`config.mk`:
```
export PLATFORM = sky130hd
export DESIGN_NAME = pl_stage_skid
export DESIGN_NICKNAME = d
export VERILOG_FILES = /design/src/rtl/pl_pkg.sv /design/src/rtl/pl_sat_counter.sv /design/src/rtl/pl_stage_skid.sv
export SDC_FILE = /design/constraint.sdc
export NUM_CORES = 1
export LEC_CHECK = 0
export CORE_UTILIZATION = 46
export CTS_CLUSTER_DIAMETER = 80
export DETAILED_ROUTE_END_ITERATION = 8
export GPL_ROUTABILITY_DRIVEN = 0
export HOLD_SLACK_MARGIN = 0.06
export PLACE_DENSITY = 0.87
export RECOVER_POWER = 50
export SYNTH_ARGS = -nofsm -noshare
export SYNTH_HDL_FRONTEND = slang
export SYNTH_SLANG_ARGS = --single-unit
```
`constraint.sdc`:
```
create_clock -name i_clk -period 2.2 [get_ports i_clk]
set_clock_uncertainty 0.15 [all_clocks]
set_input_delay 0.66 -clock i_clk [delete_from_list [all_inputs] [get_ports i_clk]]
set_output_delay 0.66 -clock i_clk [all_outputs]
set_load 0.03 [all_outputs]
```
`src/rtl/pl_pkg.sv`:
```
// Shared types and constants for the pipeline-boundary stage.
package pl_pkg;

   typedef enum logic [1:0] {
      EMPTY = 2'd0,
      ONE   = 2'd1,
      TWO   = 2'd2
   } skid_state_t;

   // ADDI x0,x0,0
   localparam logic [31:0] NOP_INSTR = 32'h0000_0013;

endpackage

```
`src/rtl/pl_sat_counter.sv`:
```
// Saturating up-counter with synchronous clear that wins over increment.
module pl_sat_counter #(
   parameter int unsigned W = 16
) (
   input  logic         i_clk,
   input  logic         i_reset,
   input  logic         inc,
   input  logic         clr,
   output logic [W-1:0] cnt
);

   always_ff @(posedge i_clk or negedge i_reset) begin
      if (!i_reset) begin
         cnt <= '0;
      end else if (clr) begin
         cnt <= '0;
      end else if (inc && (cnt != {W{1'b1}})) begin
         cnt <= cnt + W'(1);
      end
   end

endmodule

```
`src/rtl/pl_stage_skid.sv`:
```
// Pipeline-boundary register with valid/ready handshake, optional 2-entry skid,
// flush-to-bubble and saturating stall/flush counters.
module pl_stage_skid
   import pl_pkg::*;
#(
   parameter int unsigned          DATA_W   = 64,
   parameter logic [DATA_W-1:0]    NOP_DATA = DATA_W'(NOP_INSTR),
   parameter bit                   SKID_EN  = 1'b1,
   parameter int unsigned          CNT_W    = 16
) (
   input  logic              i_clk,
   input  logic              i_reset,
   input  logic              i_flush,
   input  logic              i_cnt_clr,
   input  logic              i_vld,
   output logic              o_rdy,
   input  logic [DATA_W-1:0] i_data,
   output logic              o_vld,
   input  logic              i_rdy,
   output logic [DATA_W-1:0] o_data,
   output logic [CNT_W-1:0]  o_stall_cnt,
   output logic [CNT_W-1:0]  o_flush_cnt
);

   generate
      if (SKID_EN) begin : g_skid
         skid_state_t       state_q, state_d;
         logic [DATA_W-1:0] m_q, m_d, s_q, s_d;
         logic              vld_q, rdy_q;
         logic              in_xfer, out_xfer;

         assign in_xfer  = i_vld && rdy_q;
         assign out_xfer = vld_q && i_rdy;

         // Main reg is parked at NOP_DATA whenever the stage drains or flushes.
         always_comb begin
            state_d = state_q;
            m_d     = m_q;
            s_d     = s_q;
            if (i_flush) begin
               state_d = EMPTY;
               m_d     = NOP_DATA;
               s_d     = NOP_DATA;
            end else begin
               case (state_q)
                  EMPTY: begin
                     if (in_xfer) begin
                        m_d     = i_data;
                        state_d = ONE;
                     end
                  end
                  ONE: begin
                     if (in_xfer && !out_xfer) begin
                        s_d     = i_data;
                        state_d = TWO;
                     end else if (in_xfer && out_xfer) begin
                        m_d = i_data;
                     end else if (out_xfer) begin
                        m_d     = NOP_DATA;
                        state_d = EMPTY;
                     end
                  end
                  TWO: begin
                     if (out_xfer) begin
                        m_d     = s_q;
                        s_d     = NOP_DATA;
                        state_d = ONE;
                     end
                  end
                  default: begin
                     state_d = EMPTY;
                     m_d     = NOP_DATA;
                     s_d     = NOP_DATA;
                  end
               endcase
            end
         end

         always_ff @(posedge i_clk or negedge i_reset) begin
            if (!i_reset) begin
               state_q <= EMPTY;
               m_q     <= NOP_DATA;
               s_q     <= NOP_DATA;
               vld_q   <= 1'b0;
               rdy_q   <= 1'b1;
            end else begin
               state_q <= state_d;
               m_q     <= m_d;
               s_q     <= s_d;
               vld_q   <= (state_d != EMPTY);
               rdy_q   <= (state_d != TWO);
            end
         end

         assign o_rdy  = rdy_q;
         assign o_vld  = vld_q;
         assign o_data = m_q;
      end else begin : g_single
         logic [DATA_W-1:0] m_q, m_d;
         logic              vld_q, vld_d;
         logic              rdy_c, in_xfer, out_xfer;

         assign rdy_c    = !vld_q || i_rdy;
         assign in_xfer  = i_vld && rdy_c;
         assign out_xfer = vld_q && i_rdy;

         always_comb begin
            m_d   = m_q;
            vld_d = vld_q;
            if (i_flush) begin
               m_d   = NOP_DATA;
               vld_d = 1'b0;
            end else if (in_xfer) begin
               m_d   = i_data;
               vld_d = 1'b1;
            end else if (out_xfer) begin
               m_d   = NOP_DATA;
               vld_d = 1'b0;
            end
         end

         always_ff @(posedge i_clk or negedge i_reset) begin
            if (!i_reset) begin
               m_q   <= NOP_DATA;
               vld_q <= 1'b0;
            end else begin
               m_q   <= m_d;
               vld_q <= vld_d;
            end
         end

         assign o_rdy  = rdy_c;
         assign o_vld  = vld_q;
         assign o_data = m_q;
      end
   endgenerate

   logic stall_inc, flush_inc;

   assign stall_inc = o_vld && !i_rdy && !i_flush;
   assign flush_inc = i_flush && o_vld;

   pl_sat_counter #(.W(CNT_W)) u_stall_cnt (
      .i_clk   (i_clk),
      .i_reset (i_reset),
      .inc     (stall_inc),
      .clr     (i_cnt_clr),
      .cnt     (o_stall_cnt)
   );

   pl_sat_counter #(.W(CNT_W)) u_flush_cnt (
      .i_clk   (i_clk),
      .i_reset (i_reset),
      .inc     (flush_inc),
      .clr     (i_cnt_clr),
      .cnt     (o_flush_cnt)
   );

endmodule

```
==> reports/results.txt <==
Net Sw Power: 2.27 mW
Critical Setup Path Class: flop to primary output
Worst slew pin tran: 0.700 ns
Internal: 5.88 mW
Placed Area: 10000 um2
Avg Cell Area, Syn: 10.5 um2
Largest net degree at the start of global routing: 53
Max-cap violations: 0
Power consumption: 8.14 mW
Sequential-to-total area share from yosys stat: 0.536
Max Fclk: 463 MHz
Kind of cell adding the most delay to the critical path: flip-flops
Slowest cell on the critical path: dfstp_2
Leak Pwr: 4.97 nW
Initial DRC count: 291
Final setup margin: 0.0404 ns
Final TNS setup: 0 ns
Worst hold path type: flop to flop
CTS buffer count: 17
Crit. End Element: primary output
Core ar.: 16100 um2
Site Rows: 46
Layout area overhead: 36.8%
Peak fanout along the critical path: 2
Number of global-route vias before repair: 6599
Cell variety after synth: 48
Ys Warns: 0
Die Y-Extent: 131 um
Clock transition at path regs: 0.06 ns
Mapped Nets: 802
Slew Limit Headroom: 0.533
Slew Limit Fails: 0
Antenna-violating nets left: 0
Max clock buf depth: 2
PwrDens: 775 nW/um2
Endpoints failing hold: 0
Worst path max stage delay: 0.56 ns
Flop pwr share: 0.413
Die area: 17200 um2
EDFF count, synth: 0
I/O Buffers: 167
Sw Ratio: 0.279
Run status: finished clean
Period minus WS final: 2.16 ns
Pre-CTS WS: -0.692 ns
Total track usage: 0.241
Final setup fails: 0
Initial antenna violation count: 0
Layout Cell Area excl Fill: 10500 um2
Share of flip-flops with an asynchronous set or reset: 1.00
WP buf/inv: 1
CP Data Arrival Time: 1.35 ns
N_diodes: 0
Vias per cell: 5.70
CP Launch Type: flop
Combinational power share: 0.186
Routed len/inst: 17.4 um
Initial Util: 0.478
Cell Chain, Critical Path: clkdlybuf4s15_1
Synth Flop Type: dfrtp_1
RSZ-0062 raised after global routing: false
Boundary Pins: 168
First-pass detailed-route iteration total: 5
Final hold slack: 0.335 ns
Die X: 131 um
Critical Path RT: 1.39 ns
CTS H-tree depth: 4
Post-Syn Instances: 730
Total gr overflow: 0
DR vias: 6494
VDD IR max: 542 uV
CTS tree: yes
Nets: 982
DRC Markers: 0
Post-route clock period utilization: 0.982
DRT Wirelength: 19900 um
Cell Area, Synth: 7670 um2
Clock sink total: 164
Clock Power Share: 0.401
Layout cells sized above 1: 0.120
First-pass GRT wire length: 33200 um
Dpl hpwl: 13300 um
Root buf cell: clkbuf_16
Flop and latch count out of synthesis: 164
Clock latency on the worst-skew pair: 0.42 ns
final timing paths:
check	from	slack, ns	cells after the start	end
worst min register to register	o_data[27]	0.33	1	o_data[27]
worst max-delay path	o_data[0]	0.04	1	o_data[0]
worst min-delay path	o_data[27]	0.33	1	o_data[27]
max in group asynchronous	i_reset	0.23	3	o_data[5]
min in group asynchronous	i_reset	0.57	2	u_flush_cnt.cnt[10]
worst max register to register	o_vld	0.08	4	u_stall_cnt.cnt[9]
stage by stage:
stage / utilization / cells
after floorplan: - / 730
after global placement: 0.624 / 1105
after detailed placement: 0.624 / 1105
after CTS: 0.658 / 1138
after global routing: 0.654 / 1139
final: 0.654 / 1139
logic make-up (layout without fill, tap and decap cells):
kind of cell / count (synthesis) / after routing / synth area share
AO/OA/AOI/OAI: 184 / 184 / 0.178
XOR/XNOR: 3 / 3 / 0.00342
flip-flops: 164 / 164 / 0.536
AND/OR/NAND/NOR: 183 / 183 / 0.119
multiplexers: 75 / 75 / 0.0999
buffers and inverters: 119 / 312 / 0.0606
adder cells (fa/ha/maj): 2 / 2 / 0.00326
repair_timing:
item / in CTS / in global routing
endpoints found under the setup margin: 105 / 12
endpoints found under the hold margin: 31 / 0
setup buffers: 0 / 1
resized for setup: 105 / 9
pin swaps: 3 / 4
hold buffers: 1 / 0
power by group through the flow:
stage,logic [mW],clock network [mW],registers (mW)
4_1_cts,1.56,3.31,3.36
6_report,1.51,3.27,3.36
2_1_floorplan,0.603,0,3.61
5_1_grt,1.62,3.45,3.39
3_3_place_gp,1.60,0,3.41
3_5_place_dp,1.64,0,3.41
layer usage:
layer,track usage,vias to the layer above,share of wire
met5,0,-,0
met4,0.0902,0,0.018
met3,0.0478,32,0.063
met2,0.398,246,0.49
met1,0.312,3228,0.43
li1,-,2988,-
layout by cell type (no fill, tap or decap), types with 12 or more instances in the layout:
cell type / count
dfrtp_1: 157
dlygate4sd2_1: 93
nand2_1: 73
inv_1: 66
clkdlybuf4s50_1: 65
mux2i_1: 62
a22oi_1: 62
o2bb2ai_1: 61
a21oi_1: 23
buf_4: 23
nor2_1: 20
clkbuf_16: 17
buf_12: 13
o21ai_0: 12
nor2b_1: 12
nor3_1: 12
registers in the layout (all words and copies together), names as in the netlist:
signal and cells:
g_skid.s_q 64, g_skid.state_q 2, o_data 64, o_rdy 1
o_vld 1, u_flush_cnt.cnt 16, u_stall_cnt.cnt 16
cells in the mapped netlist (2+ instances only):
cell type  count  area share
a211oi_1       4      0.0039
a21oi_1       25       0.016
a22oi_1       62       0.061
a31oi_1        6      0.0049
and2_1         3      0.0024
and3_1         3      0.0024
and4_1         3      0.0034
buf_1          6      0.0029
buf_2          3      0.0020
buf_6          2      0.0029
clkbuf_1      42       0.021
dfrtp_1      157        0.51
dfstp_2        7       0.024
ha_1           2      0.0033
inv_1         66       0.032
mux2_1         2      0.0029
mux2_2        11       0.016
mux2i_1       62       0.081
nand2_1       73       0.036
nand2b_1       5      0.0041
nand3_1        9      0.0059
nand4_1       11      0.0090
nor2_1        22       0.011
nor2b_1       13       0.011
nor3_1        12      0.0078
nor4_1         7      0.0057
o2111ai_1      2      0.0023
o21ai_0       12      0.0078
o21bai_1       3      0.0029
o2bb2ai_1     61       0.070
o31ai_1        3      0.0029
or3_1         11      0.0090
or4_1          4      0.0039
xnor2_1        2      0.0023
layout make-up:
cell class | instances | area, um2
Inverter | 66 | 248
Tap cell | 216 | 270
Timing Repair Buffer | 214 | 2040
Multi-Input combinational cell | 447 | 3180
Clock buffer | 19 | 443
Fill cell | 1248 | 5560
Sequential cell | 164 | 4110
Clock inverter | 13 | 205
(Power assumes the default switching activity.)
